**config.mk**
```make
export PLATFORM = sky130hd
export DESIGN_NAME = regfile_dump_reader_flat
export DESIGN_NICKNAME = d
export VERILOG_FILES = /design/src/rtl/reg_dump_pkg.sv /design/src/rtl/regfile_dump_reader_if.sv /design/src/rtl/reg_dump_word_ser.sv /design/src/rtl/regfile_dump_reader.sv /design/src/flat_wrapper.sv
export SDC_FILE = /design/constraint.sdc
export NUM_CORES = 1
export LEC_CHECK = 0
export ABC_CLOCK_PERIOD_IN_PS = 4900
export BUFFER_PORTS_ARGS = -buffer_cell sky130_fd_sc_hd__clkbuf_2
export CAP_MARGIN = 20
export CORE_ASPECT_RATIO = 1.4
export CORE_UTILIZATION = 45
export CTS_CLUSTER_SIZE = 28
export DETAILED_ROUTE_END_ITERATION = 8
export PLACE_DENSITY = 0.74
export SLEW_MARGIN = 20
export SYNTH_ARGS = -nofsm -noshare
export SYNTH_HDL_FRONTEND = slang
export SYNTH_SLANG_ARGS = --single-unit
```
**constraint.sdc**
```tcl
create_clock -name clk -period 4.9 [get_ports clk]
set_clock_uncertainty 0.15 [all_clocks]
set_input_delay 0.49 -clock clk [delete_from_list [all_inputs] [get_ports clk]]
set_output_delay 0.49 -clock clk [all_outputs]
set_load 0.02 [all_outputs]
```
**src/rtl/reg_dump_pkg.sv**
```systemverilog
// Shared types and constants for the register-file dump reader.
package reg_dump_pkg;

  localparam int BYTE_W         = 8;
  localparam int BYTES_PER_WORD = 32 / BYTE_W;

  typedef enum logic [2:0] {
    IDLE,
    LOAD,
    SEND,
    CSUM,
    DONE
  } state_t;

  function automatic int bytes_per_word(input int data_width);
    return data_width / BYTE_W;
  endfunction

endpackage

```
**src/rtl/regfile_dump_reader_if.sv**
```systemverilog
// Byte stream from the dump reader to the UART transmitter (valid/ready, data held while stalled).
interface regfile_dump_reader_if;
  import reg_dump_pkg::*;

  logic [BYTE_W-1:0] tx_data;
  logic              tx_valid;
  logic              tx_ready;

  modport master (output tx_data, output tx_valid, input tx_ready);
  modport slave  (input tx_data, input tx_valid, output tx_ready);

endinterface

```
**src/rtl/reg_dump_word_ser.sv**
```systemverilog
// Serializes one word MSB byte first; valid rises the cycle after load.
// Byte and valid hold until ready; valid drops on the last byte's handshake.
module reg_dump_word_ser
  import reg_dump_pkg::*;
#(
  parameter int DATA_WIDTH = 32
) (
  input  logic                  clk,
  input  logic                  rst,
  input  logic                  load,
  input  logic [DATA_WIDTH-1:0] word,
  output logic [BYTE_W-1:0]     data,
  output logic                  valid,
  input  logic                  ready,
  output logic                  hs,
  output logic                  last
);

  localparam int BPW = bytes_per_word(DATA_WIDTH);
  localparam int CW  = (BPW > 1) ? $clog2(BPW) : 1;

  logic [DATA_WIDTH-1:0] shreg;
  logic [CW-1:0]         cnt;

  assign data = shreg[DATA_WIDTH-1 -: BYTE_W];
  assign hs   = valid & ready;
  assign last = (cnt == CW'(BPW - 1));

  always_ff @(posedge clk) begin
    if (rst) begin
      shreg <= '0;
      cnt   <= '0;
      valid <= 1'b0;
    end else if (load) begin
      shreg <= word;
      cnt   <= '0;
      valid <= 1'b1;
    end else if (hs) begin
      shreg <= shreg << BYTE_W;
      cnt   <= cnt + 1'b1;
      if (last) valid <= 1'b0;
    end
  end

endmodule

```
**src/rtl/regfile_dump_reader.sv**
```systemverilog
// Walks registers 0..NUM_REGS-1 through the debug read port and streams each word MSB first, 5 cycles/register at full rate.
// tx_data/tx_valid hold under backpressure; REG_DUMP_CHECKSUM_EN appends an XOR-of-all-bytes trailer.
module regfile_dump_reader
  import reg_dump_pkg::*;
#(
  parameter int NUM_REGS   = 32,
  parameter int ADDR_WIDTH = 5,
  parameter int DATA_WIDTH = 32
) (
  input  logic                  clk,
  input  logic                  rst,
  input  logic                  start,
  output logic                  busy,
  output logic                  done,
  output logic [ADDR_WIDTH-1:0] dbg_ra,
  input  logic [DATA_WIDTH-1:0] dbg_rd,
  regfile_dump_reader_if.master tx
);

  state_t            state, state_nxt;
  logic              ser_load, ser_valid, ser_hs, ser_last;
  logic [BYTE_W-1:0] ser_data;
  logic              last_reg;

  assign last_reg = (dbg_ra == ADDR_WIDTH'(NUM_REGS - 1));

  reg_dump_word_ser #(.DATA_WIDTH(DATA_WIDTH)) u_ser (
    .clk   (clk),
    .rst   (rst),
    .load  (ser_load),
    .word  (dbg_rd),
    .data  (ser_data),
    .valid (ser_valid),
    .ready (tx.tx_ready),
    .hs    (ser_hs),
    .last  (ser_last)
  );

`ifdef REG_DUMP_CHECKSUM_EN
  localparam state_t FINAL = CSUM;

  logic [BYTE_W-1:0] csum;
  logic              csum_valid, csum_hs;

  assign csum_hs = csum_valid & tx.tx_ready;

  always_ff @(posedge clk) begin
    if (rst) begin
      csum       <= '0;
      csum_valid <= 1'b0;
    end else begin
      if (state == IDLE && state_nxt == LOAD) csum <= '0;
      else if (ser_hs)                        csum <= csum ^ ser_data;
      // Trailer goes valid on the same edge the final data byte is folded in.
      if (state == SEND && state_nxt == CSUM) csum_valid <= 1'b1;
      else if (csum_hs)                       csum_valid <= 1'b0;
    end
  end

  assign tx.tx_valid = ser_valid | csum_valid;
  assign tx.tx_data  = csum_valid ? csum : ser_data;
`else
  localparam state_t FINAL = DONE;

  assign tx.tx_valid = ser_valid;
  assign tx.tx_data  = ser_data;
`endif

  always_ff @(posedge clk) begin
    if (rst) state <= IDLE;
    else     state <= state_nxt;
  end

  // done is still high in the first IDLE cycle; a start there counts as coincident and is dropped.
  always_comb begin
    state_nxt = state;
    ser_load  = 1'b0;
    case (state)
      IDLE: if (start && !done) state_nxt = LOAD;
      LOAD: begin
        ser_load  = 1'b1;
        state_nxt = SEND;
      end
      SEND: if (ser_hs && ser_last) state_nxt = last_reg ? FINAL : LOAD;
`ifdef REG_DUMP_CHECKSUM_EN
      CSUM: if (csum_hs) state_nxt = DONE;
`endif
      DONE:    state_nxt = IDLE;
      default: state_nxt = IDLE;
    endcase
  end

  always_ff @(posedge clk) begin
    if (rst) begin
      busy   <= 1'b0;
      done   <= 1'b0;
      dbg_ra <= '0;
    end else begin
      done <= (state == DONE);
      if (state == IDLE && state_nxt == LOAD) begin
        busy   <= 1'b1;
        dbg_ra <= '0;
      end
      if (state == SEND && state_nxt == LOAD) dbg_ra <= dbg_ra + 1'b1;
      if (state == DONE) busy <= 1'b0;
    end
  end

endmodule

```
**src/flat_wrapper.sv**
```systemverilog
// flat-port wrapper written by rule: the top's interface ports become plain ports
module regfile_dump_reader_flat import reg_dump_pkg::*;
#(
  parameter int NUM_REGS   = 32,
  parameter int ADDR_WIDTH = 5,
  parameter int DATA_WIDTH = 32
)
  (clk, rst, start, busy, done, dbg_ra, dbg_rd, tx_tx_data, tx_tx_valid, tx_tx_ready);
  regfile_dump_reader_if tx_i ();
  input  logic clk;
  input  logic rst;
  input  logic start;
  output logic busy;
  output logic done;
  output logic [ADDR_WIDTH-1:0] dbg_ra;
  input  logic [DATA_WIDTH-1:0] dbg_rd;
  output wire logic [$bits(tx_i.tx_data)-1:0] tx_tx_data;
  output wire logic [$bits(tx_i.tx_valid)-1:0] tx_tx_valid;
  input wire logic [$bits(tx_i.tx_ready)-1:0] tx_tx_ready;
  assign tx_tx_data = tx_i.tx_data;
  assign tx_tx_valid = tx_i.tx_valid;
  assign tx_i.tx_ready = tx_tx_ready;
  regfile_dump_reader #(.NUM_REGS(NUM_REGS), .ADDR_WIDTH(ADDR_WIDTH), .DATA_WIDTH(DATA_WIDTH)) u_core (.clk(clk), .rst(rst), .start(start), .busy(busy), .done(done), .dbg_ra(dbg_ra), .dbg_rd(dbg_rd), .tx(tx_i));
endmodule
```
==> flow_metrics.py <==
metrics = {
    "place": {
        "buffer_ports.inserted": 51,
        "final_replace_weighted_congestion": 0.7173,
        "setup_ws_pre_cts_ps": 2571,
        "detailedPlacementHpwl_um": 2673,
        "placed_area_sq_um": 2181,
    },
    "worst_setup_path": {
        "critical-path-slowest-cell": "sky130_fd_sc_hd__dfxtp_1",
        "slowest_delay_ps": 1010,
        "crit_path_start_kind": "flop",
        "critPathKind": "flop to flop",
        "critical_path.cell_chain": "nand2_2 -> xor2_1 -> nor3_1",
        "largest_fanout_on_the_critical_path": 34,
        "worst_r2r_startpoint": "u_core.u_ser.valid",
        "crit_path_end_kind": "flop",
        "worstRegToRegCells": 3,
        "cp-startpoint": "u_core.u_ser.valid",
        "worst_ep_required_time_ps": 4970,
        "timing.critical_path.arrival_ps": 2400,
    },
    "layout": {
        "multiInputGateArea_sq_um": 945.9,
        "area_growth_pct": 14.18,
        "final_net_count": 313,
        "n_fill_cell": 449,
        "final_util_pct": 53.75,
        "diodes": 0,
        "design_area_sq_um": 2297,
        "regArea_sq_um": 900.9,
        "final_layout_size_suffix_gt1_share_pct": 22.91,
    },
    "clock_tree": {
        "clock_sinks": 45,
        "clock_tree.htree_level_count": 2,
        "clock-root-buffer": "sky130_fd_sc_hd__clkbuf_8",
        "cts.reportedPaths.clkPinSlew_ps": 80,
        "post_cts_buffers": 0,
        "post_cts.resized_instances": 0,
        "cts_inserted_buffers": 5,
        "cts_tree": "built",
        "worstSkewPairLatency_ps": 290,
        "postCtsHoldBufs": 0,
        "clockBufferDepth": 2,
    },
    "logic_synthesis": {
        "yosys-mux-area-fraction_pct": 0.4975,
        "combinational_family_with_the_most_area_after_synthesis": "simple AND/OR/NAND/NOR gates",
        "synth.ff_latch_count": 45,
        "post_synth_xor_area_fraction_pct": 0.4353,
        "synth.top_cells.by_area": "sky130_fd_sc_hd__dfxtp_1 (45%), sky130_fd_sc_hd__nand3_1 (10%), sky130_fd_sc_hd__a311oi_1 (10%)",
        "mapped_cells": 245,
        "synth_simple_gate_area_share_pct": 28.92,
        "synth_top_cells_by_count": "sky130_fd_sc_hd__dfxtp_1 (45), sky130_fd_sc_hd__nand3_1 (42), sky130_fd_sc_hd__nand2_1 (35)",
        "syn_nets": 284,
        "ys_async_sr_fraction_pct": 0,
        "synth-seq-area-share_pct": 44.78,
        "mean_syn_cell_area_sq_um": 8.212,
        "synthesis_warnings": 0,
        "synth_adder_area_share_pct": 1.866,
        "count_of_flip_flops_with_a_built_in_enable_after_synthesis": 0,
        "yosys.area.top_type_share_pct": 44.78,
        "synth_most_common_cell": "sky130_fd_sc_hd__dfxtp_1",
        "syn-cell-area_sq_um": 2012,
        "synth-main-ff-cell": "sky130_fd_sc_hd__dfxtp_1",
        "synth_area_leader_cell": "sky130_fd_sc_hd__dfxtp_1",
        "synth_cell_types": 28,
        "synth_compound_area_share_pct": 15.17,
    },
    "job": {
        "maxCapViolations": 0,
    },
    "floorplanning": {
        "fp_rows": 28,
        "total_die_area_sq_um": 4746,
        "die-height_um": 81.12,
        "i_o_pins": 52,
        "start_util_pct": 47.07,
        "floorplan.die.width_um": 58.51,
        "core_area_sq_um": 4274,
    },
    "hold_path": {
        "hold_path_depth": 3,
        "hold_path_startpoint": "dbg_rd[2]",
        "min-delay-path-class": "primary input to flop",
    },
    "timing": {
        "slew_viol_final": 0,
        "timing.final.hold_violations": 0,
        "fin_crit_ps": 2331,
        "post-route-period-util_pct": 47.56,
        "achievable-frequency_mhz": 429.1,
        "final.setup.worst_slack_ps": 2569,
        "finalSetupTns_ps": 0,
        "slew_headroom_pct": 31.10,
        "rsz0062_at_grt": "false",
        "report.final.setup_viol": 0,
        "timing_worst_slew_pin_value_ps": 1032,
    },
    "grt": {
        "grt_first_pass_wirelength_um": 6734,
        "grt_remaining_overflow": 0,
        "grt_pass1_vias": 1550,
        "grtUsageTotal_pct": 18.45,
        "grt_max_degree": 58,
        "grt_antenna_before_repair": 0,
    },
    "pwr": {
        "power.static_leakage_nw": 0.9123,
        "peakVddDrop_uv": 242.7,
        "p_per_area_nw_per_um2": 339.2,
        "total_power_consumption_uw": 779.3,
    },
    "detailed_routing": {
        "drt_iter0_markers": 44,
        "via_count": 1754,
        "route.detailed.vias_per_inst": 5.236,
        "post_drt_wl_per_cell_um": 12.14,
        "antenna_left": 0,
        "drt_first_pass_iters": 4,
        "drt_drc_violations_left": 0,
        "drt-total-wl_um": 4068,
    },
    "status": {
        "status": "complete, no violations",
    },
}
==> through the flow <==
step	cells	hold WS [ps]
floorplan	245	298.5
global placement	327	308.8
detailed placement	327	313.8
CTS	335	257.6
global route	335	256.2
finish	335	257.6
==> area by class of cell <==
| cell class | count | share of cell area [%] |
|---|---|---|
| Multi-Input combinational cell | 170 | 41.18 |
| Inverter | 1 | 0.1634 |
| Timing Repair Buffer | 51 | 11.11 |
| Clock buffer | 7 | 3.758 |
| Tap cell | 60 | 3.268 |
| Sequential cell | 45 | 39.22 |
| Clock inverter | 1 | 1.307 |
==> critical path, delay by kind of cell, from the launching register on <==
family,cells,cell delay [ps]
simple gates,2,790
flops,1,1010
xor+xnor,1,300
==> power by group <==
group	internal, mW	switching (mW)
Clock	0.166	0.120
Sequential	0.388	0.0168
Combinational	0.0339	0.0539
Total	0.588	0.191
==> sequential cells by signal, indices dropped and copies added, names as in the netlist <==
signal	flops
u_core.dbg_ra	5
u_core.done	1
u_core.u_ser.valid	1
u_core.busy	1
u_core.u_ser.cnt	2
u_core.state	3
u_core.u_ser.shreg	32
==> final timing paths <==
path	to	slack, ps
hold reg to reg	u_core.u_ser.shreg[6]	320
hold / removal	u_core.u_ser.shreg[2]	260
setup / recovery	u_core.u_ser.cnt[0]	2570
setup reg to reg	u_core.u_ser.cnt[0]	2570
==> routing by layer <==
metal,global-route usage (%),vias up,routed length [um]
li1,-,919,-
met1,22.53,787,1911
met2,30.34,40,1897
met3,4.618,8,165
met4,8.333,0,94
met5,0,-,0
==> cells in the final DEF, fill, tap and decap left out, drive strengths merged <==
cell / n
and2b: 1
dfxtp: 45
ha: 3
a21oi: 15
and2: 1
a31oi: 1
nand2b: 3
mux2i: 1
and3: 1
nor3: 3
bufinv: 1
a311oi: 24
nor2b: 4
xor2: 1
inv: 1
or3: 1
nand3: 42
nand2: 36
o21ai: 1
clkbuf: 58
a221oi: 1
and4: 1
nor2: 28
nand4: 1
nor4b: 1
==> cells by family after synthesis <==
logic type,count (synthesis)
and+or+nand+nor,123
DFF,45
AOI/OAI and AO/OA,42
buffers and inverters,30
adders and majority gates,3
xor gates and xnor gates,1
muxes,1
(Power assumes the default switching activity.)
